`config.mk`:
```
export PLATFORM = sky130hd
export DESIGN_NAME = alu_pipe
export DESIGN_NICKNAME = d
export VERILOG_FILES = /design/src/rtl/alu_pipe.sv
export SDC_FILE = /design/constraint.sdc
export NUM_CORES = 1
export LEC_CHECK = 0
export CORE_UTILIZATION = 40
export DETAILED_ROUTE_END_ITERATION = 16
export GPL_TIMING_DRIVEN = 0
export MAX_ROUTING_LAYER = met4
export PLACE_DENSITY = 0.68
export SLEW_MARGIN = 10
export SYNTH_ARGS = -nofsm -noshare
export SYNTH_HDL_FRONTEND = slang
export SYNTH_SLANG_ARGS = --single-unit
```
`constraint.sdc`:
```
create_clock -name clk -period 2.2 [get_ports clk]
set_input_delay 0.44 -clock clk [delete_from_list [all_inputs] [get_ports clk]]
set_output_delay 0.44 -clock clk [all_outputs]
set_load 0.005 [all_outputs]
```
`src/rtl/alu_pipe.sv`:
```
// alu_pipe: registered ALU with valid/ready handshake, status flags and output backpressure.
// Define ALU_MUL_EN to make op 111 a multi-cycle shift-add unsigned multiply (MUL_BUSY state).
module alu_pipe #(
    parameter int WIDTH = 8
) (
    input  logic             clk,
    input  logic             rst,
    input  logic             in_valid,
    output logic             in_ready,
    input  logic [WIDTH-1:0] a,
    input  logic [WIDTH-1:0] b,
    input  logic [2:0]       op,
    output logic             out_valid,
    input  logic             out_ready,
    output logic [WIDTH-1:0] alu_out,
    output logic [WIDTH-1:0] alu_out_hi,
    output logic             flag_z,
    output logic             flag_c,
    output logic             flag_n,
    output logic             flag_v
);

    localparam logic [2:0] OP_ADD = 3'b000;
    localparam logic [2:0] OP_SUB = 3'b001;
    localparam logic [2:0] OP_AND = 3'b010;
    localparam logic [2:0] OP_OR  = 3'b011;
    localparam logic [2:0] OP_XOR = 3'b100;
    localparam logic [2:0] OP_NOT = 3'b101;
    localparam logic [2:0] OP_SHL = 3'b110;
    localparam logic [2:0] OP_MUL = 3'b111;

    logic               w_accept;
    logic               w_start_mul;
    logic               w_load_single;
    logic               w_load_mul;
    logic [WIDTH:0]     w_sum;
    logic [WIDTH:0]     w_diff;
    logic [WIDTH-1:0]   w_res;
    logic               w_c;
    logic               w_v;
    logic [2*WIDTH-1:0] w_mul_prod;

    // The extra top bit of the difference is the unsigned borrow.
    assign w_sum  = {1'b0, a} + {1'b0, b};
    assign w_diff = {1'b0, a} - {1'b0, b};

    always_comb begin
        // NOTE: defaults first so every path assigns every signal; no latch is inferred.
        w_res = '0;
        w_c   = 1'b0;
        w_v   = 1'b0;
        case (op)
            OP_ADD: begin
                w_res = w_sum[WIDTH-1:0];
                w_c   = w_sum[WIDTH];
                w_v   = (a[WIDTH-1] == b[WIDTH-1]) && (w_res[WIDTH-1] != a[WIDTH-1]);
            end
            OP_SUB: begin
                w_res = w_diff[WIDTH-1:0];
                w_c   = w_diff[WIDTH];
                w_v   = (a[WIDTH-1] != b[WIDTH-1]) && (w_res[WIDTH-1] != a[WIDTH-1]);
            end
            OP_AND: w_res = a & b;
            OP_OR:  w_res = a | b;
            OP_XOR: w_res = a ^ b;
            OP_NOT: w_res = ~a;
            OP_SHL: begin
                w_res = {a[WIDTH-2:0], 1'b0};
                w_c   = a[WIDTH-1];
            end
            default: w_res = '0;
        endcase
    end

    assign w_accept      = in_valid && in_ready;
    assign w_load_single = w_accept && !w_start_mul;

    always_ff @(posedge clk) begin
        // NOTE: sequential state uses non-blocking assignments so all registers update together.
        if (rst) begin
            out_valid  <= 1'b0;
            alu_out    <= '0;
            alu_out_hi <= '0;
            flag_z     <= 1'b0;
            flag_c     <= 1'b0;
            flag_n     <= 1'b0;
            flag_v     <= 1'b0;
        end else if (w_load_single) begin
            out_valid  <= 1'b1;
            alu_out    <= w_res;
            alu_out_hi <= '0;
            flag_z     <= (w_res == '0);
            flag_c     <= w_c;
            flag_n     <= w_res[WIDTH-1];
            flag_v     <= w_v;
        end else if (w_load_mul) begin
            out_valid  <= 1'b1;
            alu_out    <= w_mul_prod[WIDTH-1:0];
            alu_out_hi <= w_mul_prod[2*WIDTH-1:WIDTH];
            flag_z     <= (w_mul_prod == '0);
            flag_c     <= (w_mul_prod[2*WIDTH-1:WIDTH] != '0);
            flag_n     <= w_mul_prod[WIDTH-1];
            flag_v     <= 1'b0;
        end else if (out_ready) begin
            out_valid  <= 1'b0;
        end
    end

`ifdef ALU_MUL_EN
    typedef enum logic {
        S_IDLE,
        S_MUL_BUSY
    } state_t;

    localparam int CNT_W = $clog2(WIDTH + 1);

    state_t             r_state;
    state_t             w_state_next;
    logic [2*WIDTH-1:0] r_mcand;
    logic [2*WIDTH-1:0] r_acc;
    logic [WIDTH-1:0]   r_mplier;
    logic [CNT_W-1:0]   r_cnt;
    logic               w_last_step;

    assign w_start_mul = w_accept && (op == OP_MUL);
    assign w_last_step = (r_state == S_MUL_BUSY) && (r_cnt == CNT_W'(1));
    assign w_load_mul  = w_last_step;
    assign w_mul_prod  = r_mplier[0] ? (r_acc + r_mcand) : r_acc;
    assign in_ready    = (r_state == S_IDLE) && (!out_valid || out_ready);

    always_ff @(posedge clk) begin
        if (rst) begin
            r_state <= S_IDLE;
        end else begin
            r_state <= w_state_next;
        end
    end

    always_comb begin
        w_state_next = r_state;
        case (r_state)
            S_IDLE:     if (w_start_mul) w_state_next = S_MUL_BUSY;
            S_MUL_BUSY: if (w_last_step) w_state_next = S_IDLE;
            default:    w_state_next = S_IDLE;
        endcase
    end

    // NOTE: the multiply datapath has no reset; it is always loaded on accept before it is read.
    always_ff @(posedge clk) begin
        if (w_start_mul) begin
            r_mcand  <= {{WIDTH{1'b0}}, a};
            r_mplier <= b;
            r_acc    <= '0;
            r_cnt    <= CNT_W'(WIDTH);
        end else if (r_state == S_MUL_BUSY) begin
            r_mcand  <= r_mcand << 1;
            r_mplier <= r_mplier >> 1;
            r_acc    <= w_mul_prod;
            r_cnt    <= r_cnt - CNT_W'(1);
        end
    end
`else
    // Without the multiplier, op 111 is an ordinary single-cycle op that yields zero.
    assign w_start_mul = 1'b0;
    assign w_load_mul  = 1'b0;
    assign w_mul_prod  = '0;
    assign in_ready    = !out_valid || out_ready;
`endif

endmodule

```
==> flow_metrics.tcl, run 1 <==
set metrics [dict create \
    synth_simple_gate_area_share_pct 17.5 \
    numCtsBuffers 3 \
    timing.fmax_mhz 462 \
    start_util_pct 43.1 \
    synth_area_per_cell_sq_um 7.71 \
    h-tree-depth 1 \
    viasPerCell 5.77 \
    r2r_end "flag_z" \
    min_path_type "reg2reg" \
    drv_cap 0 \
    finalSetupViolCount 0 \
    final_nets 362 \
    dieHeight_um 71.7 \
    ant_nets 0 \
    ys_types 62 \
    grtUsageMet2_pct 40.5 \
    outcome "finished, final reports clean" \
    synthXorXnorAreaFrac_pct 2.71 \
    place_congestion 0.846 \
    clk_latency_ps 240 \
    min_period_ps 2170 \
    reg2reg_from "out_valid" \
    netlist_area_sq_um 1940 \
    port-buffer-count 33 \
    synth_top_area_cell "ha_1" \
    diodes 0 \
    fp.dieArea_sq_um 5140 \
    grt_first_pass_wirelength_um 9280 \
    finalHoldViolCount 0 \
    synth-edff-count 0 \
    drv_slew 0 \
    crit_path_start_kind "input port" \
    layout_common_cells "30 x buf_4, 18 x nand2_1, 16 x clkdlybuf4s50_1" \
    period_share_pct 98.4 \
    pin_count 45 \
    placementRows 24 \
    core_sq_um 4500 \
    endpoint_kind "flop" \
    holdPathEnd "alu_out[1]" \
    netlist.area_leader.share_pct 15.5 \
    rrSetupSlack_ps 500 \
    leakage_nw 1.27 \
    ctsLongestPathBuffers 2 \
    path_max_fanout 6 \
    clock_sinks 12 \
    drt_iter0_drc 117 \
    gr-total-overflow 0 \
    area_growth_pct 50.5 \
    vias 2102 \
    synth_compound_area_share_pct 31.4 \
    place_inst 344 \
    synth_top_family_by_area "compound AO/OA/AOI/OAI gates" \
    yosys.area_share.adder_pct 17.5 \
    cts-root-buf "clkbuf_8" \
    chipWidth_um 71.7 \
    ys_ff_latch 12 \
    crit_required_ps 2300 \
    grt_pass1_vias 2014 \
    final.fill_count 382 \
    utilization_pct 64.9 \
    grt_antenna_before_repair 0 \
    muxShareOfSynthArea_pct 4.57 \
    drc 0 \
    mostFrequentLayoutCell "buf_4" \
    groute.usage.overall_pct 23.5 \
    worst_slack_ps 34.1 \
    ys.flop_type "dfxtp_1" \
    cts.reportedPaths.clkPinSlew_ps 50 \
    arrival_ps 2270 \
    final_layout_size_suffix_gt1_share_pct 38.8 \
    use_met1_pct 28.0 \
    use_met3_pct 2.81 \
    ys_warn_count 0 \
    fin_cells 364 \
    path_class "in2reg" \
    peakVddDrop_uv 190 \
    skew_ps 1.70 \
    synthCells 252 \
    r2r_cells 7 \
    hold_start "alu_out[1]" \
    cts_tree "yes" \
    whs_path_depth 2 \
    rsz0062_at_grt "yes" \
    dp_slack_ps -898 \
    power.density_nw_per_um2 389 \
    hpwl_um 3980 \
    yosys-top-cells-area "ha_1 15%, dfxtp_1 12%, inv_1 5.4%" \
    top_usage_layer "met2" \
    yosysSeqAreaShare_pct 12.4 \
    drt_wl_total_um 5720 \
    grt_start_max_net_pins 11 \
    synthArstFlopShare_pct 0 \
    drt-wirelength-per-cell_um 15.7 \
    first_pass_iters 4 \
]
-- cells in the mapped netlist (all sizes together), types with 2 or more instances --
library cell	count
fa	2
inv	28
a21o	3
nand2b	5
a31oi	2
ha	24
o31a	2
a21oi	13
and3	2
nor2b	2
dfxtp	12
nor2	17
o21bai	4
nor4	2
nand3	2
o32ai	2
o211a	5
o2111ai	2
or3	2
nor3b	2
nor3	7
o22ai	4
o21ai	13
nand2	19
o31ai	2
and3b	2
xnor2	5
o211ai	3
a211oi	10
mux2i	4
buf	19
o311a	2
a211o	2
mux2	4
clkbuf	5
-- flip-flops by register name, indices dropped and copies added, names as in the netlist --
register / flops
alu_out: 8
flag_c: 1
flag_v: 1
flag_z: 1
out_valid: 1
-- logic make-up after synthesis --
kind of cell | Yosys count
muxes | 8
adders and majority gates | 26
xor gates and xnor gates | 6
and+or+nand+nor | 67
buffers and inverters | 52
AOI/OAI and AO/OA | 80
DFF | 12
other | 1
-- power by group --
part / leakage [nW] / switching (mW) / internal, mW
sequential: 0.0991 / 0.00812 / 0.234
combinational: 1.14 / 0.326 / 0.327
clock: 0.0288 / 0.0844 / 0.158
-- area by class of cell --
class / instances / area (sq um) / area share (%)
multi-input combinational: 195 / 1830 / 62.5
clock buffer: 4 / 55.1 / 1.88
inverter: 28 / 118 / 4.02
sequential: 12 / 240 / 8.22
buffer: 22 / 163 / 5.57
timing repair buffer: 51 / 454 / 15.5
tap: 52 / 65.1 / 2.23
-- repair_timing --
action	in CTS	in global routing
gates resized for setup	119	30
buffers inserted	17	0
pin swaps	27	16
setup endpoints to repair	8	5
hold buffers	0	0
gates cloned	1	0
-- metrics by stage --
step	setup TNS [ps]	total power [mW]	cell area, sq um	hold slack (ps)
final	0	1.14	2920	453
after CTS	0	1.09	2850	456
after global placement	-6250	0.720	2390	444
after global routing	-22.9	1.20	2920	488
after detailed placement	-6270	0.723	2390	449
after floorplan	0	0.566	1990	453
-- per-layer routing --
layer / up-vias / wire length [um]
met5: - / 0
met2: 90 / 2790
met1: 986 / 2430
met3: 21 / 355
li1: 1005 / -
met4: 0 / 154
-- critical path, cell delays in order --
cell and delay [ps]:
buf_12 100, inv_6 30, ha_4 250, a21o_1 200, o21a_4 230, o41ai_4 360, mux2_4 350, o22ai_4 180
o32ai_2 120
-- how the worst max path moves through the flow --
stage                     from  slack (ps)  depth (start not counted)  endpoint
after floorplan           a[2]          10                         10    flag_z
after global placement    a[1]        -910                         10    flag_z
after detailed placement  a[1]        -900                         10    flag_z
after CTS                 b[4]           1                         11    flag_z
after global routing      a[1]         -20                          9    flag_z
final                     a[1]          30                          9    flag_z
No activity file was read; power rests on OpenSTA's default activity.
==> run 2, diff against run 1 <==
- ABC_CLOCK_PERIOD_IN_PS: not set -> 2200
- CORE_MARGIN: not set -> 3
==> flow_metrics.tcl, run 2 (synthesized netlist as in run 1, its figures left out) <==
set metrics [dict create \
    worst_slack_ps -68.6 \
    layout_common_cells "37 x buf_4, 19 x nand2_1, 18 x inv_1, 18 x clkdlybuf4s50_1, 14 x nor2_1" \
    finalSetupViolCount 2 \
    diodes 0 \
    rsz0062_at_grt "yes" \
    period_share_pct 103 \
    ant_nets 0 \
    cpMaxStageDelayCell "o41ai_4" \
    crit_chain "buf_12 -> inv_8 -> ha_4 -> a21o_1 -> o21a_2 -> o41ai_4 -> buf_4 -> mux2_4 -> o22ai_4 -> o32ai_2" \
    skew_ps 0.632 \
    drv_cap 0 \
    pin_count 45 \
    rrSetupSlack_ps 470 \
    gr-total-overflow 0 \
    grt_start_max_net_pins 11 \
    crit_path_start_kind "input port" \
    drv_slew 0 \
    path_class "in2reg" \
    h-tree-depth 1 \
    grt_first_pass_wirelength_um 9010 \
    numCtsBuffers 3 \
    drt_wl_total_um 5730 \
    postCtsHoldBufs 0 \
    cts.reportedPaths.clkPinSlew_ps 50 \
    clk_latency_ps 240 \
    chipWidth_um 75.7 \
    holdPathEnd "alu_out[1]" \
    critPathBufInv 3 \
    clock_sinks 12 \
    min_period_ps 2270 \
    final_layout_size_suffix_gt1_share_pct 36.1 \
    ctsLongestPathBuffers 2 \
    core_sq_um 4500 \
    path_max_fanout 5 \
    fp.dieArea_sq_um 5730 \
    largest_reg_flops 8 \
    utilization_pct 64.4 \
    viasPerCell 5.67 \
    violations "negative setup slack" \
    port-buffer-count 33 \
    max_stage_delay_ps 370 \
    drt_iter0_drc 156 \
    arrival_ps 2380 \
    r2r_cells 7 \
    peakVddDrop_uv 177 \
    endpoint_kind "flop" \
    r2r_end "flag_z" \
    drt-wirelength-per-cell_um 15.4 \
    grt_antenna_before_repair 0 \
    leakage_nw 1.29 \
    reg2reg_from "out_valid" \
    finalHoldViolCount 0 \
    first_pass_iters 5 \
    timing.fmax_mhz 441 \
    whs_path_depth 2 \
    cts_tree "yes" \
    area_growth_pct 49.4 \
    power.density_nw_per_um2 390 \
    groute.usage.overall_pct 20.7 \
    cts-root-buf "clkbuf_8" \
    crit_family "compound AO/OA/AOI/OAI gates" \
    place_congestion 0.849 \
    crit_required_ps 2310 \
    hpwl_um 3980 \
    vias 2105 \
    start_util_pct 43.1 \
    mostFrequentLayoutCell "buf_4" \
    largest_register "alu_out" \
    placementRows 24 \
    grt_pass1_vias 1917 \
    dieHeight_um 75.7 \
    dp_slack_ps -914 \
    hold_start "alu_out[1]" \
    final_nets 369 \
    min_path_type "reg2reg" \
    outcome "finished with violations" \
    drc 0 \
]
run 2: cell types whose count changed in the layout (fill, tap and decap cells not counted), moves of 2 or more:
cell,before,now
ha_1,10,12
buf_2,5,3
buf_4,30,37
inv_1,14,18
inv_2,10,7
dlymetal6s2s_1,2,0
a21oi_2,1,3
dlygate4sd2_1,3,5
clkdlybuf4s50_1,16,18
run 2: worst max path at each step:
stage | cells past startpoint | slack, ps | start | end
2_1_floorplan | 10 | 10 | a[2] | flag_z
3_3_place_gp | 10 | -900 | a[1] | flag_z
3_5_place_dp | 10 | -910 | a[1] | flag_z
4_1_cts | 11 | -8 | a[0] | flag_z
5_1_grt | 10 | -110 | a[1] | flag_z
6_report | 10 | -70 | a[1] | flag_z
run 2: power by group:
part	switching, mW	internal, mW
registers	0.00848	0.234
clock network	0.0861	0.158
logic	0.314	0.331
run 2: area by class of cell:
type / count / area [sq um]
Multi-Input combinational cell: 195 / 1750
Timing Repair Buffer: 58 / 512
Tap cell: 52 / 65.1
Buffer: 22 / 163
Clock buffer: 4 / 55.1
Inverter: 28 / 118
Fill cell: 393 / 1600
Sequential cell: 12 / 240
run 2: what timing repair did:
action,CTS,global route
pin swaps,30,12
setup endpoints to repair,8,6
endpoints found under the hold margin,0,0
resized for setup,102,24
buffers inserted,23,2
run 2: worst reg2reg max path, delay by kind of cell (launching register included):
| kind | cells | cell delay, ps |
|---|---|---|
| DFF | 1 | 300 |
| AOI/OAI and AO/OA | 3 | 540 |
| and+or+nand+nor | 4 | 800 |
run 2: per-layer routing:
layer	GRT usage, %	wire length (um)
met5	-	0
met1	26.7	2500
met3	1.85	344
met4	3.88	27
met2	35.4	2860
run 2: per-stage QoR:
stage	TNS [ps]	instances	power (mW)	area, sq um	hold slack, ps
floorplan	0	259	0.566	1990	453
global placement	-6190	344	0.719	2390	445
detailed placement	-6260	344	0.723	2390	448
CTS	-7.62	370	1.09	2810	455
global route	-279	371	1.19	2900	493
finish	-105	371	1.13	2900	471
